==> src/rtl/linebuf_ctrl_pkg.sv <==
// Shared sizing constants for the line buffer controller and the write/read FSMs.
package linebuf_ctrl_pkg;

  localparam int LINE_W_DEF = 3;
  localparam int CHAR_W_DEF = 8;
  localparam int DROP_W_DEF = 16;
  localparam int ADDR_W_DEF = LINE_W_DEF + CHAR_W_DEF;

  function automatic int addr_width(input int line_w, input int char_w);
    return line_w + char_w;
  endfunction

endpackage

==> src/rtl/linebuf_len_rf.sv <==
// Per-line length store: one synchronous write port, one asynchronous read port.
module linebuf_len_rf #(
  parameter int LINE_W = 3,
  parameter int CHAR_W = 8
) (
  input  logic              clk,
  input  logic              we,
  input  logic [LINE_W-1:0] waddr,
  input  logic [CHAR_W-1:0] wdata,
  input  logic [LINE_W-1:0] raddr,
  output logic [CHAR_W-1:0] rdata
);

  logic [CHAR_W-1:0] mem [2**LINE_W];

  always_ff @(posedge clk) begin
    if (we) mem[waddr] <= wdata;
  end

  assign rdata = mem[raddr];

endmodule

==> src/rtl/linebuf_ctrl.sv <==
// Pointer, occupancy and drop/error bookkeeping for the shared line ring in packet BRAM.
module linebuf_ctrl
  import linebuf_ctrl_pkg::*;
#(
  parameter int LINE_W = LINE_W_DEF,
  parameter int CHAR_W = CHAR_W_DEF,
  parameter int DROP_W = DROP_W_DEF
) (
  input  logic                                clk,
  input  logic                                rst,
  input  logic                                flush,
  input  logic                                wr_char_incr,
  input  logic                                wr_newline,
  input  logic                                wr_restart_line,
  input  logic                                rd_char_incr,
  input  logic                                rd_newline,
  output logic                                wr_greenflag,
  output logic                                rd_greenflag,
  output logic                                rd_lastflag,
  output logic [addr_width(LINE_W,CHAR_W)-1:0] wr_addr,
  output logic [addr_width(LINE_W,CHAR_W)-1:0] rd_addr,
  output logic [LINE_W:0]                     line_count,
  output logic [DROP_W-1:0]                   drop_cnt,
  output logic                                err
);

  localparam logic [LINE_W:0] FULL = {1'b1, {LINE_W{1'b0}}};

  logic [LINE_W-1:0] wr_line, rd_line;
  logic [CHAR_W-1:0] wr_char, rd_char, rd_len;
  logic [LINE_W:0]   count;
  logic              ovf;
  logic              full, empty;
  logic              commit, release_line, wr_drop, wr_err, rd_err;

  assign full  = (count == FULL);
  assign empty = (count == '0);

  // Restart wins over newline; an overflowed line is discarded before the full check applies.
  assign commit       = wr_newline & ~wr_restart_line & ~ovf & ~full;
  assign wr_drop      = wr_restart_line | (wr_newline & (ovf | full));
  assign wr_err       = wr_newline & ~wr_restart_line & ~ovf & full;
  assign release_line = rd_newline & ~empty;
  assign rd_err       = rd_newline & empty;

  linebuf_len_rf #(
    .LINE_W(LINE_W),
    .CHAR_W(CHAR_W)
  ) u_len_rf (
    .clk  (clk),
    .we   (commit & rst & ~flush),
    .waddr(wr_line),
    .wdata(wr_char),
    .raddr(rd_line),
    .rdata(rd_len)
  );

  always_ff @(posedge clk) begin
    if (!rst) begin
      wr_line  <= '0;
      wr_char  <= '0;
      rd_line  <= '0;
      rd_char  <= '0;
      count    <= '0;
      ovf      <= 1'b0;
      drop_cnt <= '0;
      err      <= 1'b0;
    end else if (flush) begin
      wr_line <= '0;
      wr_char <= '0;
      rd_line <= '0;
      rd_char <= '0;
      count   <= '0;
      ovf     <= 1'b0;
    end else begin
      if (wr_restart_line || wr_newline) begin
        wr_char <= '0;
        ovf     <= 1'b0;
      end else if (wr_char_incr) begin
        if (wr_char == '1) ovf <= 1'b1;
        else               wr_char <= wr_char + 1'b1;
      end

      if (commit) wr_line <= wr_line + 1'b1;

      if (release_line) begin
        rd_line <= rd_line + 1'b1;
        rd_char <= '0;
      end else if (rd_char_incr) begin
        rd_char <= rd_char + 1'b1;
      end

      case ({commit, release_line})
        2'b10:   count <= count + 1'b1;
        2'b01:   count <= count - 1'b1;
        default: count <= count;
      endcase

      if (wr_drop && drop_cnt != '1) drop_cnt <= drop_cnt + 1'b1;
      if (wr_err || rd_err) err <= 1'b1;
    end
  end

  assign wr_greenflag = ~full;
  assign rd_greenflag = ~empty;
  assign rd_lastflag  = (rd_char == rd_len);
  assign wr_addr      = {wr_line, wr_char};
  assign rd_addr      = {rd_line, rd_char};
  assign line_count   = count;

endmodule

==> config.mk <==
export PLATFORM = sky130hd
export DESIGN_NAME = linebuf_ctrl
export DESIGN_NICKNAME = d
export VERILOG_FILES = /design/src/rtl/linebuf_ctrl_pkg.sv /design/src/rtl/linebuf_len_rf.sv /design/src/rtl/linebuf_ctrl.sv
export SDC_FILE = /design/constraint.sdc
export NUM_CORES = 1
export LEC_CHECK = 0
export CAP_MARGIN = 10
export CORE_MARGIN = 2
export CORE_UTILIZATION = 55
export DETAILED_ROUTE_END_ITERATION = 6
export PLACE_DENSITY = 0.78
export SLEW_MARGIN = 20
export SYNTH_ARGS = -nofsm -noshare
export SYNTH_HDL_FRONTEND = slang
export SYNTH_SLANG_ARGS = --single-unit
==> constraint.sdc <==
create_clock -name clk -period 2.7 [get_ports clk]
set_input_delay 0.675 -clock clk [delete_from_list [all_inputs] [get_ports clk]]
set_output_delay 0.675 -clock clk [all_outputs]
set_load 0.03 [all_outputs]
Word-level counts from Yosys, hierarchy flattened

Memory sizes are Yosys's and may differ from the RTL's. A register that Yosys moved wholly into a read port is not among the register bits.
Index checks and enable logic that the tools add are counted.

Register bits after elaboration: 44
RAM bits: 64
Bits of input ports: 8
Output and inout port bits: 46
Word-level logic and storage cells: 57
Memories: 1

Memories:

| name         | words | width | read ports | clocked after Yosys merged registers in | wr ports | RTL line             | source |
|---|---|---|---|---|---|---|---|
| u_len_rf.mem | 8     | 8     | 1          | 1                                       | 1        | linebuf_len_rf.sv:14 | `logic [CHAR_W-1:0] mem [2**LINE_W];` |

$add $sub $neg: 7
Equality and inequality tests: 6
Multiplexer cells: 5
Bitwise gates (word level): 18
Reductions and logical operators: 12

Operator list:

| operator                | number |
|---|---|
| $add A16 B1 Y16 const B | 1 |
| $add A8 B1 Y8 const B   | 2 |
| $ne A16 B16 Y1 const B  | 1 |
| $and A1 B1 Y1           | 9 |
| $eq A8 B8 Y1            | 1 |
| $eq A8 B8 Y1 const B    | 1 |
| $pmux W4 S2             | 1 |
| $reduce_and A2 Y1       | 4 |
| $not A1 Y1              | 7 |
| $add A3 B1 Y3 const B   | 2 |
| $mux W3                 | 2 |
| $reduce_or A3 Y1        | 2 |
| $add A4 B1 Y4 const B   | 1 |
| $eq A4 B4 Y1 const B    | 1 |
| $logic_not A4 Y1        | 1 |
| $sub A4 B1 Y4 const B   | 1 |
| $eq A2 B1 Y1 const B    | 1 |
| $eq A2 B2 Y1 const B    | 1 |
| $logic_or A1 B1 Y1      | 2 |
| $mux W1                 | 2 |
| $or A1 B1 Y1            | 2 |
| $reduce_bool A2 Y1      | 1 |
| $reduce_or A2 Y1        | 1 |
| $logic_and A1 B1 Y1     | 1 |

Logic depth before layout (Yosys ltp)

Gate-level depths: netlist (run 1).

Word-level depth: 8
Gate-level depth with buffers: 11
Depth with buffers taken out: 10

Hierarchy

Synthesis (run 1) repeated with hierarchy kept, for this count alone.

Cell total of the unflattened synthesis: 357
Area total of the unflattened synthesis: 4,770.8 um^2

Modules (own cells, without submodules):

| module         | times used | cells an instance | area an instance (um^2) | seq. area each (um^2) |
|---|---|---|---|---|
| linebuf_len_rf | 1          | 106               | 2,531.2                 | 1,921.8 |
| linebuf_ctrl   | 1          | 251               | 2,239.6                 | 880.8 |

Worst setup path after synthesis (run 1)

Ideal clock, no wire load.

Path type: reg2out
Start point: register (tool-made name)
End point: output rd_lastflag
Arrival time: 2.546 ns
Data required time: 2.025 ns
Setup slack: -0.521 ns
Cell stages (with the launch flop): 7
Buffers on the path: 1
Path through: dfxtp_1 buf_2 mux4_2 mux2i_1 xor2_1 o2111ai_1 nor4_1

RTL lines:

| what      | RTL line           | source |
|---|---|---|
| to (decl) | linebuf_ctrl.sv:19 | `output logic rd_lastflag,` |

==> impl_results.md, run 1 <==
* Detail Route Antenna Nets at 0
* Initial antenna violation count at 0
* Overall power at 2941 uW
* Placer congestion estimate at 0.8456
* Cells after DPL at 561
* Worst Skew at 0.01069 ns
* Via count at 3226
* Relative slew slack at 56.25%
* Final Max Slew Viols at 0
* Gr usage total at 21.23%
* Clock share of power at 34.9%
* Largest fanout on the critical path at 7
* Crit path depth at 7
* Leakage dissipation at 0.002053 uW
* Post-synth EDFFs at 64
* Mapped Area at 4812 um2
* Startpoint Class: flop
* Grt ovf at 0
* Hold depth at 1
* Worst hold slack at 0.4790 ns
* Pwr dens at 496.0 nW/um2
* CP arrival at 2.27 ns
* Final Non-Filler Cells at 580
* Core region area at 8593 um2
* Chip width at 97.54 um
* Clk_lat worst skew at 0.36 ns
* Net Sw Power at 613.2 uW
* WL met3 at 449 um
* Nature of the critical path endpoint: primary output
* Net count of the finished layout at 483
* Reg clk slew, reported paths at 0.10 ns
* Worst setup margin at -0.2439 ns
* Worst Path Required at 2.03 ns
* Chip Height at 97.54 um
* Dominant synthesized flop cell: edfxtp_1
* # hold bufs at CTS at 0
* Worst reg2reg path depth at 9
* Port Buffer Count at 53
* Post-Synthesis Cells at 383
* Post-DP HPWL at 6.938 mm
* Tcrit/Tclk final at 109.0%
* Clock Root Buffer: clkbuf_8
* CTS Buf Count at 9
* Num rows at 34
* Seq cells post-synth at 111
* Clock sink count at 111
* DRT Wirelength at 9.708 mm
* Sw Ratio at 20.85%
* Final setup fails at 1
* Diodes inserted at 0
* Setup TNS at -0.2439 ns
* Syn. warnings at 0
* Fmax at 339.7 MHz
* Slew @ Worst Pin at 0.6507 ns
* Critical Path Max Stage Delay at 0.49 ns
* Filler Cell Count at 613
* Violated checks: setup timing
* Slowest CP cell: mux4_2
* Buf+Inv Stages, Crit Path at 2
* First-pass GRT wire length at 16.01 mm
* Internal cell power at 2328 uW
* Sequential share of power at 60.8%
* Die area at 9513 um2
* Layout area overhead at 23.24%
* Detailed Route Iter0 Violations at 186
* Top sig layer: met4
* Wl on met1 at 4.161 mm
* Max cap viols at 0
* Fin crit period at 2.944 ns
* Post-synthesis cell type count at 49
* DRC Markers at 0
* Initial Util at 56.00%
* Run status: finished with violations
* Sequential share of the synthesized area at 59.49%
* Final Hold Viols at 0
* Largest net degree at the start of global routing at 21
* Mapped Avg Cell Area at 12.56 um2
* Vias per cell at 5.562
* IO Pins at 54
* VDD IR-drop max at 0.2720 mV
* Delay-heaviest family, CP: multiplexers
* Metal2 WL at 5.015 mm
* RSZ-0062 raised after global routing: true
* Setup CP Type: flop to primary output
* Drt wl/cell at 16.74 um
* Maximum root-to-sink buffer count at 2
* Hold/Removal Path Class: flop to flop
* Htree depth at 3
* Final Util at 69.02%
* TritonRoute pass-1 iters at 4
* Power share of the combinational group at 4.3%
* Syn nets at 399
* CP cell instances: buf_12 > mux4_2 > mux2i_1 > xor2_1 > nand2_1 > nor4_4 > buf_4
* TritonCTS clock tree: done
* Share of cells above drive strength 1 at 15.04%
* FFs w/ async S/R, synth at 0%
* Number of global-route vias before repair at 3269
## layout make-up
class | instances | area, um2 | area share (%)
Timing Repair Buffer | 87 | 810.8 | 13.67
Inverter | 9 | 33.78 | 0.5696
Tap cell | 108 | 135.1 | 2.278
Sequential cell | 111 | 2868 | 48.35
Clock inverter | 4 | 53.80 | 0.9072
Clock buffer | 12 | 156.4 | 2.637
Multi-Input combinational cell | 249 | 1873 | 31.58
## per-layer routing
metal,vias up,track usage [%]
met5,-,0
li1,1563,-
met1,1567,26.55
met4,0,6.517
met3,6,4.317
met2,90,37.24
## worst paths after layout
kind | from | endpoint | slack (ns)
setup / recovery | flop | rd_lastflag | -0.24
setup reg to reg | line_count[0]$_SDFFE_PP0P_ | line_count[2]$_SDFFE_PP0P_ | 0.23
hold / removal | err$_SDFFE_PN0P_ | err$_SDFFE_PN0P_ | 0.48
hold reg to reg | err$_SDFFE_PN0P_ | err$_SDFFE_PN0P_ | 0.48
## flip-flops by register name, summed over array words and instances (netlist names), named ones only
signal,flops
err,1
rd_char,8
drop_cnt,16
wr_char,8
line_count,4
rd_line,3
wr_line,3
ovf,1
u_len_rf.mem,64
## power groups by stage
stage / clock network, uW / registers (uW) / logic, uW
after floorplan: 0 / 1840 / 63.1
after global placement: 0 / 1830 / 125
after detailed placement: 0 / 1830 / 127
after CTS: 1050 / 1790 / 129
after global routing: 1100 / 1790 / 139
final: 1030 / 1790 / 128
## placed cells by master (no fill, tap or decap), drive strengths merged, types with 8 or more instances in the layout
| master | instances |
|---|---|
| and2 | 10 |
| buf | 35 |
| clkbuf | 12 |
| clkdlybuf4s50 | 51 |
| dfxtp | 47 |
| edfxtp | 64 |
| ha | 8 |
| inv | 9 |
| mux2i | 24 |
| mux4 | 10 |
| nand2 | 21 |
| nand3 | 12 |
| nand4 | 8 |
| nor2 | 39 |
| o21ai | 8 |
| or3 | 9 |
| xnor2 | 10 |
| xor2 | 25 |
## logic make-up after synthesis
kind of cell	count (synthesis)	synth area share (%)
compound gates	38	5.591
simple gates	134	14.69
flops	111	59.49
mux	34	9.672
buf+inv	23	2.106
fa+ha+maj	8	2.080
xor+xnor	35	6.370
## cell usage after synthesis, types with 2 or more instances
| cell type | number | area share, % |
|---|---|---|
| a211oi_1 | 2 | 0.31 |
| a21boi_1 | 3 | 0.47 |
| a21oi_1 | 6 | 0.62 |
| a22oi_1 | 2 | 0.31 |
| and2_1 | 10 | 1.3 |
| and3_1 | 4 | 0.52 |
| and4_1 | 2 | 0.36 |
| buf_2 | 6 | 0.62 |
| clkbuf_1 | 7 | 0.55 |
| dfxtp_1 | 47 | 20 |
| edfxtp_1 | 64 | 40 |
| ha_1 | 8 | 2.1 |
| inv_1 | 9 | 0.70 |
| mux2i_1 | 24 | 5.0 |
| mux4_2 | 10 | 4.7 |
| nand2_1 | 21 | 1.6 |
| nand2b_1 | 5 | 0.65 |
| nand3_1 | 12 | 1.2 |
| nand3b_1 | 3 | 0.47 |
| nand4_1 | 8 | 1.0 |
| nor2_1 | 39 | 3.0 |
| nor2b_1 | 4 | 0.52 |
| nor3_1 | 6 | 0.62 |
| nor3b_1 | 3 | 0.47 |
| nor4_1 | 2 | 0.26 |
| o21ai_0 | 8 | 0.83 |
| o31ai_1 | 4 | 0.62 |
| o41ai_1 | 2 | 0.36 |
| or3_1 | 9 | 1.2 |
| xnor2_1 | 10 | 1.8 |
| xor2_1 | 25 | 4.6 |
## metrics by stage
step	area (um2)	setup WS [ns]
5_1_grt	5931	-0.4296
2_1_floorplan	4830	0.001468
4_1_cts	5928	-0.2896
6_report	5931	-0.2439
3_3_place_gp	5682	-0.1050
3_5_place_dp	5682	-0.1657
## what timing repair did
| item | in CTS | in global routing |
|---|---|---|
| endpoints found under the setup margin | 1 | 2 |
| pin swaps | 3 | 0 |
| gates resized for setup | 5 | 1 |
| buffers inserted | 3 | 0 |
Note: power is estimated with default switching activity, not from simulation.
==> inputs of run 2 (changes only) <==
--- a/config.mk
+++ b/config.mk
@@ -13,4 +13,5 @@
 export SLEW_MARGIN = 20
 export SYNTH_ARGS = -nofsm -noshare
 export SYNTH_HDL_FRONTEND = slang
+export SYNTH_HIERARCHICAL = 1
 export SYNTH_SLANG_ARGS = --single-unit
==> run 2 against run 1 <==
  * The run still ends with setup timing left
  * Hold slack worse by 0.0030 ns
  * Sequential power decreased by 3%
  * Non-clock buffer count down 11
  * Largest power group unchanged
==> impl_results.md, run 2 <==
* Critical Path Max Stage Delay at 0.55 ns (+0.06 ns)
* Worst reg2reg path depth at 9 (unchanged)
* Chip width at 97.14 um (-0.41%)
* Clk_lat worst skew at 0.36 ns (about the same)
* Final setup fails at 1 (unchanged)
* Reg clk slew, reported paths at 0.09 ns (about the same)
* Post-route cell area at 5757 um2 (-2.9%)
* Net count of the finished layout at 446 (-7.7%)
* Cells after DPL at 524 (-6.6%)
* Nature of the critical path endpoint: primary output
* Post-synthesis cell type count at 42 (-14%)
* DRT Wirelength at 9.085 mm (-6.4%)
* Syn nets at 373 (-6.5%)
* Worst Path Required at 2.03 ns (about the same)
* Worst hold slack at 0.4760 ns (-0.002980 ns)
* Via count at 3001 (-7.0%)
* Port Buffer Count at 53 (unchanged)
* Worst setup margin at -0.2546 ns (-0.01077 ns)
* Syn. warnings at 6 (+6)
* DP Area at 5548 um2 (-2.4%)
* Relative slew slack at 65.61% (+9.4 points)
* Grt ovf at 0 (unchanged)
* Chip Height at 97.14 um (-0.41%)
* Most frequent cells in the layout: edfxtp_1, clkdlybuf4s50_1, dfxtp_1
* Top sig layer: met4
* Clock Root Buffer: clkbuf_8
* Clock sink count at 108 (-2.7%)
* Num rows at 33 (-2.9%)
* Fin crit period at 2.955 ns (+0.01077 ns)
* Main combinational cell family by area after synthesis: simple AND/OR/NAND/NOR gates
* Reg2reg setup slack at 0.29 ns (+0.06 ns)
* CTS Buf Count at 9 (unchanged)
* Simple-Gate Fraction of Synth Area at 14.82% (+0.13 points)
* Adder-cell share of the synthesized area at 2.098% (+0.018 points)
* RSZ-0062 raised after global routing: true
* Final Util at 69.37% (+0.35 points)
* Layout area overhead at 20.67%
* First-pass GRT wire length at 14.72 mm (-8.1%)
* Slowest CP cell: mux4_1
* CP arrival at 2.28 ns (about the same)
* Gr usage total at 19.63% (-1.6 points)
* Top cells by instance count after synthesis: edfxtp_1, dfxtp_1, nor2_1
* FFs w/ async S/R, synth at 0% (unchanged)
* Fmax at 338.5 MHz (-0.36%)
* Number of global-route vias before repair at 2894 (-11%)
* Reg-to-reg endpoint: line_count[2]$_SDFFE_PP0P_
* Slew @ Worst Pin at 0.5152 ns (-0.1355 ns)
* CP cell instances: buf_12 > mux4_1 > mux2_4 > xnor2_2 > nand4_1 > nor2_4 > buf_6
* Seq cells post-synth at 108 (-2.7%)
* Mapped Area at 4771 um2 (-0.86%)
* Top-area cell type share of the netlist area at 40.28% (+0.35 points)
* Tcrit/Tclk final at 109.4% (+0.40 points)
* Detail Route Antenna Nets at 0 (unchanged)
* Leading area contributor after synthesis: edfxtp_1
* Core region area at 8299 um2 (-3.4%)
* Most common cell after layout, fill and taps aside: edfxtp_1
* Max cap viols at 0 (unchanged)
* Placer congestion estimate at 0.7594 (-10%)
* Post CTS Setup Buffer Count at 0 (-3)
* Diodes inserted at 0 (unchanged)
* Most common cell in the netlist: edfxtp_1
* Post-synthesis mux area share at 12.72% (+3.0 points)
* Share of cells above drive strength 1 at 17.93% (+2.9 points)
* TritonRoute pass-1 iters at 4 (unchanged)
* Sequential share of the synthesized area at 58.75% (-0.74 points)
* Post-Synthesis Cells at 357 (-6.8%)
* Number of flip-flops in the largest register at 64 (unchanged)
* TritonCTS clock tree: done
* Largest net degree at the start of global routing at 24 (+14%)
* Complex-gate fraction of the synthesized area at 2.780% (-2.8 points)
* Initial antenna violation count at 0 (unchanged)
* Leakage dissipation at 0.001996 uW (-2.8%)
* Post-DP HPWL at 6.390 mm (-7.9%)
* Maximum root-to-sink buffer count at 2 (unchanged)
* Detailed Route Iter0 Violations at 167 (-10%)
* Reg2reg start: line_count[0]$_SDFFE_PP0P_
* End of the worst hold path: err$_SDFFE_PN0P_
* VDD IR-drop max at 0.3011 mV (+11%)
* Dominant synthesized flop cell: edfxtp_1
* Xor/xnor cell area share of the yosys netlist at 6.425% (+0.055 points)
* Setup CP Type: flop to primary output
* Overall power at 2835 uW (-3.6%)
* Top flop regs: u_len_rf/mem x64, drop_cnt x16
* Synth area leaders: edfxtp_1, dfxtp_1, mux4_1, xor2_1, nor2_1
* Vias per cell at 5.557 (about the same)
* Mapped Avg Cell Area at 13.36 um2 (+6.4%)
* Reg with most FFs: u_len_rf/mem
* Hold_sp: err$_SDFFE_PN0P_
* Initial Util at 57.49% (+1.5 points)
* Final Non-Filler Cells at 540 (-6.9%)
* Hold depth at 1 (unchanged)
* Final Max Slew Viols at 0 (unchanged)
* Run status: finished with violations
* IO Pins at 54 (unchanged)
* Pwr dens at 492.5 nW/um2 (-0.70%)
* WL met3 at 419 um (-6.7%)
* Post-synth EDFFs at 64 (unchanged)
* Worst Skew at 0.01567 ns (+0.004979 ns)
* Largest fanout on the critical path at 9 (+2)
* Final Hold Viols at 0 (unchanged)
* # hold bufs at CTS at 0 (unchanged)
* Violated checks: setup timing
* Metal2 WL at 4.593 mm (-8.4%)
* Die area at 9435 um2 (-0.82%)
* Drt wl/cell at 16.82 um (+0.51%)
* Startpoint Class: flop
* Hold/Removal Path Class: flop to flop
* Wl on met1 at 4.012 mm (-3.6%)
* Htree depth at 3 (unchanged)
* DRC Markers at 0 (unchanged)
==> run 2: repair_timing <==
action                     CTS  global route
setup endpoints to repair    1             2
pin swaps                    3             2
gates resized for setup     11            10
==> run 2: worst max-delay path by stage <==
stage	startpoint	end	slack, ns	depth (start not counted)
floorplan	line_count[1]$_SDFFE_PP0P_	line_count[2]$_SDFFE_PP0P_	0.02	11
global placement	rd_line[0]$_SDFFE_PP0P_	rd_lastflag	0.05	7
detailed placement	wr_restart_line	line_count[2]$_SDFFE_PP0P_	0.03	10
CTS	rd_line[0]$_SDFFE_PP0P_	rd_lastflag	-0.28	7
global route	rd_line[0]$_SDFFE_PP0P_	rd_lastflag	-0.36	7
finish	rd_line[0]$_SDFFE_PP0P_	rd_lastflag	-0.25	7
==> run 2: cell type report <==
type / count / area, um2
flip-flops and latches: 108 / 2811
fillers: 562 / 2542
multi-input cells: 231 / 1871
repair buffers: 76 / 732.0
well taps: 105 / 131.4
clock buffers: 9 / 123.9
clock inverters: 7 / 72.57
inverters: 4 / 15.01
==> run 2: cells by family (layout without fill, tap and decap cells) <==
kind of cell,after synthesis,in the layout
xor gates and xnor gates,35,35
muxes,34,34
adders and majority gates,8,8
and+or+nand+nor,131,131
DFF,108,108
AOI/OAI and AO/OA,23,23
buffers and inverters,18,96
==> run 2: power breakdown <==
| part | internal (uW) | total, uW | switching, uW |
|---|---|---|---|
| Sequential | 1730 | 1740 | 11.6 |
| Clock | 432 | 963 | 531 |
| Combinational | 63.4 | 130 | 66.8 |
| Total | 2230 | 2840 | 609 |
==> run 2: critical path, delay by kind of cell, from the launching register on <==
family | cells | cell delay (ns)
and+or+nand+nor | 2 | 0.30
buffers and inverters | 2 | 0.27
xor gates and xnor gates | 1 | 0.12
DFF | 1 | 0.39
muxes | 2 | 0.84
==> run 2: metal layers <==
layer | GRT usage (%) | vias up
li1 | - | 1449
met4 | 6.067 | 0
met2 | 33.17 | 79
met1 | 25.89 | 1469
met5 | 0 | -
met3 | 3.741 | 4
==> run 2: per-stage QoR <==
step	setup TNS (ns)	setup WS [ns]
after floorplan	0	0.02012
after global placement	0	0.04823
after detailed placement	0	0.03034
after CTS	-0.2842	-0.2842
after global routing	-0.3573	-0.3573
final	-0.2546	-0.2546
